--- src/rtl/ram_responder_with_scan_pkg.sv ---
// Shared widths, FSM state type and parity-bit width for the RAM responder.
// RAM_PARITY_EN adds one stored even-parity bit per word.
package ram_responder_pkg;

    localparam int ADDR_W_DEF = 8;
    localparam int DATA_W_DEF = 8;

`ifdef RAM_PARITY_EN
    localparam int PAR_W = 1;
`else
    localparam int PAR_W = 0;
`endif

    typedef enum logic {
        CLEAR = 1'b0,
        READY = 1'b1
    } state_t;

endpackage

--- src/rtl/ram_responder_with_scan_ram_array.sv ---
// Storage array for the RAM responder: one synchronous write port and one
// combinational read port. Contents are not reset; the top-level clear handles that.
module ram_array_256x8 #(
    parameter int ADDR_W = 8,
    parameter int WORD_W = 8
) (
    input  logic              clk,
    input  logic              we,
    input  logic [ADDR_W-1:0] waddr,
    input  logic [WORD_W-1:0] wdata,
    input  logic [ADDR_W-1:0] raddr,
    output logic [WORD_W-1:0] rdata
);

    logic [WORD_W-1:0] mem [2**ADDR_W];

    always_ff @(posedge clk) begin
        if (we) begin
            mem[waddr] <= wdata;
        end
    end

    assign rdata = mem[raddr];

endmodule

--- src/rtl/ram_responder_with_scan.sv ---
// 256x8 RAM responder: post-reset clear engine, write-first bypass, registered
// read data that doubles as a scan chain. RAM_PARITY_EN adds stored parity and parity_err.
module ram_responder_with_scan
    import ram_responder_pkg::*;
#(
    parameter int ADDR_W = ADDR_W_DEF,
    parameter int DATA_W = DATA_W_DEF
) (
    input  logic              clk,
    input  logic              rst,
    input  logic              mem_ren_wen,
    input  logic [ADDR_W-1:0] ram_write_addr,
    input  logic [ADDR_W-1:0] ram_read_addr,
    input  logic [DATA_W-1:0] ram_data_in,
    output logic [DATA_W-1:0] ram_data_out,
    output logic              init_busy,
    input  logic              scan_en,
    input  logic              scan_in,
    output logic              scan_out
`ifdef RAM_PARITY_EN
    ,
    output logic              parity_err
`endif
);

    localparam int WORD_W = DATA_W + PAR_W;
    localparam logic [ADDR_W-1:0] LAST_ADDR = '1;

    state_t            state, state_next;
    logic [ADDR_W-1:0] cnt, cnt_next;
    logic              clearing;
    logic              func_we;
    logic              arr_we;
    logic [ADDR_W-1:0] arr_waddr;
    logic [WORD_W-1:0] arr_wdata;
    logic [WORD_W-1:0] arr_rdata;
    logic              bypass;

    always_ff @(posedge clk or posedge rst) begin
        if (rst) begin
            state <= CLEAR;
            cnt   <= '0;
        end else begin
            state <= state_next;
            cnt   <= cnt_next;
        end
    end

    // Scan shifting freezes the clear sequence in place.
    always_comb begin
        state_next = state;
        cnt_next   = cnt;
        clearing   = 1'b0;
        if (state == CLEAR && !scan_en) begin
            clearing = 1'b1;
            cnt_next = cnt + 1'b1;
            if (cnt == LAST_ADDR) begin
                state_next = READY;
            end
        end
    end

    assign func_we   = (state == READY) && mem_ren_wen && !scan_en;
    assign arr_we    = func_we || clearing;
    assign arr_waddr = clearing ? cnt : ram_write_addr;
    assign bypass    = func_we && (ram_read_addr == ram_write_addr);
    assign init_busy = (state == CLEAR);
    assign scan_out  = ram_data_out[0];

`ifdef RAM_PARITY_EN
    assign arr_wdata = clearing ? '0 : {^ram_data_in, ram_data_in};
`else
    assign arr_wdata = clearing ? '0 : ram_data_in;
`endif

    ram_array_256x8 #(
        .ADDR_W(ADDR_W),
        .WORD_W(WORD_W)
    ) u_array (
        .clk  (clk),
        .we   (arr_we),
        .waddr(arr_waddr),
        .wdata(arr_wdata),
        .raddr(ram_read_addr),
        .rdata(arr_rdata)
    );

`ifdef RAM_PARITY_EN
    always_ff @(posedge clk or posedge rst) begin
        if (rst) begin
            ram_data_out <= '0;
            parity_err   <= 1'b0;
        end else if (scan_en) begin
            parity_err   <= scan_in;
            ram_data_out <= {parity_err, ram_data_out[DATA_W-1:1]};
        end else if (state == CLEAR) begin
            ram_data_out <= '0;
            parity_err   <= 1'b0;
        end else if (bypass) begin
            ram_data_out <= ram_data_in;
            parity_err   <= 1'b0;
        end else begin
            ram_data_out <= arr_rdata[DATA_W-1:0];
            parity_err   <= ^arr_rdata;
        end
    end
`else
    always_ff @(posedge clk or posedge rst) begin
        if (rst) begin
            ram_data_out <= '0;
        end else if (scan_en) begin
            ram_data_out <= {scan_in, ram_data_out[DATA_W-1:1]};
        end else if (state == CLEAR) begin
            ram_data_out <= '0;
        end else if (bypass) begin
            ram_data_out <= ram_data_in;
        end else begin
            ram_data_out <= arr_rdata;
        end
    end
`endif

endmodule

--- config.mk ---
export PLATFORM = sky130hd
export DESIGN_NAME = ram_responder_with_scan
export DESIGN_NICKNAME = d
export VERILOG_FILES = /design/src/rtl/ram_responder_with_scan_pkg.sv /design/src/rtl/ram_responder_with_scan_ram_array.sv /design/src/rtl/ram_responder_with_scan.sv
export SDC_FILE = /design/constraint.sdc
export NUM_CORES = 2
export LEC_CHECK = 0
export BUFFER_PORTS_ARGS = -buffer_cell sky130_fd_sc_hd__buf_4
export CAP_MARGIN = 30
export CORE_MARGIN = 2
export CORE_UTILIZATION = 30
export CTS_CLUSTER_SIZE = 30
export DETAILED_ROUTE_END_ITERATION = 10
export SYNTH_ARGS = -nofsm -noshare
export SYNTH_HDL_FRONTEND = slang
export SYNTH_HIERARCHICAL = 1
export SYNTH_SLANG_ARGS = --single-unit
--- constraint.sdc ---
create_clock -name clk -period 8.2 [get_ports clk]
set_clock_uncertainty 0.1 [all_clocks]
set_input_delay 1.64 -clock clk [delete_from_list [all_inputs] [get_ports clk]]
set_output_delay 1.64 -clock clk [all_outputs]
set_load 0.01 [all_outputs]
* After elaboration in Yosys (flattened, before gate mapping)
Memory sizes are Yosys's and may differ from the RTL's.
Cells that the tools add are included.
** Cells by class
- Add/subtract/negate cells :: 1
- Eq/ne operators :: 2
- Mux-type cells :: 8
- Bitwise gates (word level) :: 1
- Reduce and logical (&&, ||, !) cells :: 7
** Operators by type and width (number)
- $mux 8 :: 5
- $add 8x1->8 const B :: 1
- $eq 8x8->1 :: 1
- $eq 8x8->1 const B :: 1
- $logic_and 1x1->1 :: 4
- $mux 1 :: 3
- $reduce_and 2->1 :: 1
- $logic_not 1->1 :: 1
- $logic_or 1x1->1 :: 1
- $not 1->1 :: 1
** Storage, ports and cells
- Flip-flop bits (word level) :: 17
- Memory bits (writable) :: 2048
- Bits of input ports :: 29
- Output and inout port bits :: 10
- Logic and storage cells :: 23
- Memories :: 1
** Memories
- u_array.mem :: words 256, bits a word 8, read ports 1, clocked after Yosys merged registers in 0, wr ports 1, RTL line ram_responder_with_scan_ram_array.sv:15 : logic [WORD_W-1:0] mem [2**ADDR_W];

* Longest topological paths before layout
- Depth in word-level cells :: 6
- Depth in mapped cells :: 13
- Mapped depth without buffers :: 8

* Hierarchy
Netlist, hierarchy kept.
** By module, submodules not included
- ram_array_256x8 :: times used 1, cells an instance 3725, area an instance 79396.1 um2
- ram_responder_with_scan :: times used 1, cells an instance 109, area an instance 1106.1 um2

* Worst setup path after synthesis
OpenSTA, ideal clock, no wires.
- Kind :: in2reg
- Start :: input scan_en
- End :: memory u_array.mem[0][0], data pin
- Setup time :: 1446 ps
- Arrival time :: 8458 ps
- Data required time :: 6654 ps
- Setup slack :: -1804 ps
- Stages :: 4
- Path buffers :: 2
- Path through :: clkbuf_1 nor2_1 clkbuf_1 nor2b_1
** Between the ends
- Cells in the longest elaborated chain, start to end :: 4
** RTL lines
- from (decl) :: RTL line ram_responder_with_scan.sv:17 : input logic scan_en,
- $logic_not 1->1 :: RTL line ram_responder_with_scan.sv:54 : if (state == CLEAR && !scan_en) begin
- $logic_and 1x1->1 :: RTL line ram_responder_with_scan.sv:54
- $mux 1 :: RTL line ram_responder_with_scan.sv:54
- $mux 8 :: RTL line ram_responder_with_scan.sv:73 : assign arr_wdata = clearing ? '0 : ram_data_in;
- named net arr_wdata[0] :: RTL line ram_responder_with_scan.sv:35 : logic [WORD_W-1:0] arr_wdata;
- to (decl) :: RTL line ram_responder_with_scan_ram_array.sv:15
The timed path passes the listed nets, and every way through them passes these cells.

* Final worst setup path
- Start :: input ram_read_addr[2]
- End :: register ram_data_out[0]
** Between the ends
- Elaborated cells between the ends (all ways) :: 6
** RTL lines
- from (decl) :: RTL line ram_responder_with_scan.sv:13 : input logic [ADDR_W-1:0] ram_read_addr,
- $mem_v2 256x8
- named net arr_rdata[0] :: RTL line ram_responder_with_scan.sv:36 : logic [WORD_W-1:0] arr_rdata;
- $mux 8 :: RTL line ram_responder_with_scan.sv:115 : end else if (bypass) begin
- $mux 8 :: RTL line ram_responder_with_scan.sv:113 : end else if (state == CLEAR) begin
- $mux 8 :: RTL line ram_responder_with_scan.sv:111 : end else if (scan_en) begin
- to (signal assigned) :: RTL line ram_responder_with_scan.sv:112 : ram_data_out <= {scan_in, ram_data_out[DATA_W-1:1]};
- to (signal assigned) :: RTL line ram_responder_with_scan.sv:116 : ram_data_out <= ram_data_in;
- to (signal assigned) :: RTL line ram_responder_with_scan.sv:118 : ram_data_out <= arr_rdata;
- to (decl) :: RTL line ram_responder_with_scan.sv:15 : output logic [DATA_W-1:0] ram_data_out,
The timed path passes the listed nets, and every way through them passes these cells.
A chain may end at the register's enable or synchronous reset.

==> results.toml <==
[place]
dpl.cell_count = 7277
hpwl_mm = 122
dp_slack_ns = 2.16
io_buffers = 38
place_congestion = 0.860

[synth]
yosysUniqueCellTypes = 64
syn-num-nets = 3864
postSynthAreaPerCell_um2 = 21.0
synth_top_area_share_pct = 76.4
yosysWarningCount = 6
synth_top_cells_by_area = "edfxtp_1 (76%), mux4_2 (13%), mux2i_1 (1.7%), nor2_1 (1.3%), a22oi_1 (1.2%)"
synth-main-ff-cell = "edfxtp_1"
seq_area_frac_synth_pct = 76.9
synth.largest_area_cell = "edfxtp_1"
synth_edf_count = 2048
synth_cells = 3834
synth_area_um2 = 80500
async_flop_share_pct = 0.823
synth-seq-cells = 2065

[sta]
slew_viol_final = 32
finalCritPeriodShare_pct = 64.4
timing.final.ws_setup_ns = 2.92
finalSetupViolCount = 0
tightestPinTransition_ns = 1.52
tns_ns = 0
slew_headroom_pct = -1.27
max_freq_mhz = 189
hold_viol_final = 0
rsz0062_at_grt = "no"
period_needed_ns = 5.28

[pwr]
p_leak_nw = 27.5
clkPwrFrac_pct = 41.0
p_int_w = 0.0169
switching_share_pct = 21.5
finalPower_w = 0.0215
switchingPower_w = 0.00463
worst_ir_drop_vdd_mv = 0.236
power.density_nw_per_um2 = 236
comb_power_share_pct = 5.0
seqPwrFrac_pct = 54.0

[layout]
final_layout_size_suffix_gt1_share_pct = 21.9
nFillCells = 24700
area_growth_pct = 13.3
instances_no_fill = 7652
fin_nets = 3966

[clock_tree]
clk_path_buf_depth = 3
cts_resized = 0
cts_buffers = 202
clock_sinks = 2065
clk_latency_ns = 0.83
cts_setup_buffers = 0
clk_pin_slew_worst_paths_ns = 0.06
cts_tree = "yes"
cts_hold_buf = 0
h-tree-depth = 4
cts.root.buffer_cell = "clkbuf_16"

[worst_setup_path]
cp.required_ns = 8.86
crit_type = "input port to flip-flop"
cp-end-kind = "flip-flop"
crit_fanout = 26
start_kind = "input port"
r2r_start = "state$_DFFE_PP0P_"
crit_start = "ram_read_addr[2]"
path_cells = "buf_4 -> clkinv_1 -> nand2_1 -> o21ai_0 -> a2111oi_0 -> nor3_1 -> nor4_2 -> and2_1 -> a221o_1"
cp.arrival_ns = 5.94
cpMaxStageDelayCell = "a2111oi_0"
cp_slowest_stage_delay_ns = 0.94

[global_routing]
grt_pass1_vias = 39700
use_met3_pct = 3.33
gr-total-overflow = 0
grtUsageTotal_pct = 14.8
grtUsageMet1_pct = 20.1
grt_max_degree = 225
top_usage_layer = "met2"
met2_usage_pct = 23.3
antenna_found_initial = 5
grt_pass1_wl_mm = 293

[route]
first_pass_iters = 6
wl_per_cell_um = 26.8
drtAntennaViolNets = 0
first_iter_violations = 4936
drcViolationCount = 0
vias = 39900
drt-total-wl_mm = 205
avgViaCountPerCell = 5.21

[die]
fp.dieH_um = 522
rows = 190
coreArea_um2 = 267000
dieArea_um2 = 273000
fp.dieW_um = 522
ios = 39
start_util_pct = 30.1

[worst_hold_path]
hold_start = "cnt[7]$_DFFE_PP0P_"
hold_class = "flip-flop to flip-flop"

[status]
violations = "slew limit"
outcome = "finished with violations"

[job]
timing.max_cap.violations = 0
==> cell usage after synthesis, types with 28 or more instances <==
| library cell | instances |
|---|---|
| nor4_1 | 32 |
| nor2b_1 | 40 |
| a22oi_1 | 133 |
| nor2_1 | 283 |
| mux4_2 | 454 |
| nand3_1 | 36 |
| buf_2 | 32 |
| mux2i_1 | 134 |
| a21oi_1 | 97 |
| nand2_1 | 43 |
| buf_4 | 29 |
| o22ai_1 | 28 |
| edfxtp_1 | 2048 |
| clkbuf_1 | 114 |
| o221ai_1 | 46 |
==> cell type report <==
cell class | count | area (µm²) | share of cell area [%]
diodes | 4 | 10.0 | 0.0110
clock inverters | 110 | 903 | 0.990
multi-input cells | 1524 | 17200 | 18.8
inverters | 5 | 18.8 | 0.0206
well taps | 3552 | 4440 | 4.87
repair buffers | 138 | 1400 | 1.53
clock buffers | 254 | 5340 | 5.85
flip-flops and latches | 2065 | 61900 | 67.9
==> registers in the layout, indices dropped and copies added, names as in the netlist <==
| register | flops |
|---|---|
| cnt | 8 |
| ram_data_out | 8 |
| state | 1 |
| u_array/mem | 2048 |
==> worst max-delay path, delay by kind of cell <==
kind | cells | cell delay [ns]
buffers and inverters | 2 | 1.34
AOI/OAI and AO/OA | 3 | 1.45
and+or+nand+nor | 4 | 1.41
==> power by group through the flow <==
| stage | Sequential [W] | Combinational (W) | Clock, W |
|---|---|---|---|
| global route | 0.0116 | 0.00113 | 0.00937 |
| global placement | 0.0119 | 0.00106 | 0 |
| floorplan | 0.0119 | 0.000653 | 0 |
| detailed placement | 0.0119 | 0.00107 | 0 |
| CTS | 0.0116 | 0.00108 | 0.00897 |
| finish | 0.0116 | 0.00108 | 0.00882 |
==> metrics by stage <==
stage | utilization [%] | area, µm² | hold WS (ns)
global placement | 31.7 | 84700 | 0.386
finish | 34.1 | 91200 | 0.396
CTS | 34.1 | 91100 | 0.396
floorplan | - | 80500 | 0.354
detailed placement | 31.7 | 84900 | 0.388
global route | 34.1 | 91200 | 0.423
==> path summary, 6_finish.rpt <==
| path | endpoint | slack, ns | depth (start not counted) |
|---|---|---|---|
| hold / removal | cnt[7]$_DFFE_PP0P_ | 0.40 | 1 |
| setup / recovery | ram_data_out[0]$_DFF_PP0_ | 2.92 | 9 |
| setup reg to reg | u_array/mem[58][6]$_DFFE_PP_ | 3.91 | 6 |
| max in group asynchronous | ram_data_out[5]$_DFF_PP0_ | 6.55 | 2 |
| hold reg to reg | cnt[7]$_DFFE_PP0P_ | 0.40 | 1 |
| min in group asynchronous | cnt[6]$_DFFE_PP0P_ | 0.90 | 2 |
==> cells in the final DEF (no fill, tap or decap), drive strengths merged, types with 5 or more instances in the layout <==
master | netlist | layout
edfxtp | 2048 | 2048
mux4 | 456 | 456
nor2 | 283 | 283
clkbuf | 114 | 254
buf | 126 | 138
mux2i | 134 | 134
a22oi | 133 | 133
a21oi | 97 | 97
clkinv | 1 | 92
o221ai | 47 | 47
nand2 | 43 | 43
nor2b | 40 | 40
nand3 | 38 | 38
nor4 | 35 | 35
o22ai | 28 | 28
nor3 | 22 | 22
dfrtp | 17 | 17
a211oi | 16 | 16
and2 | 14 | 14
a221oi | 14 | 14
nand4 | 13 | 13
xnor2 | 12 | 12
o21ai | 12 | 12
mux2 | 10 | 10
bufinv | 0 | 10
o211ai | 10 | 10
inv | 4 | 10
a221o | 8 | 8
nand2b | 8 | 8
a22o | 8 | 8
o22a | 5 | 5
o32ai | 5 | 5
a2111oi | 5 | 5
==> logic make-up (layout without fill, tap and decap cells) <==
kind of cell / Yosys count / in the layout / share of synthesized area, %
AND/OR/NAND/NOR: 514 / 514 / 2.97
other: 0 / 4 / 0
adder cells (fa/ha/maj): 1 / 1 / 0.0155
AO/OA/AOI/OAI: 394 / 394 / 3.48
multiplexers: 600 / 600 / 14.6
buffers and inverters: 245 / 507 / 1.88
XOR/XNOR: 15 / 15 / 0.163
flip-flops: 2065 / 2065 / 76.9
==> per-layer routing <==
metal / vias to the layer above / wire [µm] / share of wire [%]
met3: 352 / 17500 / 8.5
met2: 1869 / 97100 / 47
met1: 21400 / 83600 / 41
li1: 16300 / - / -
met4: 0 / 6820 / 3.3
met5: - / 0 / 0
Power figures use the tool's default switching activity.
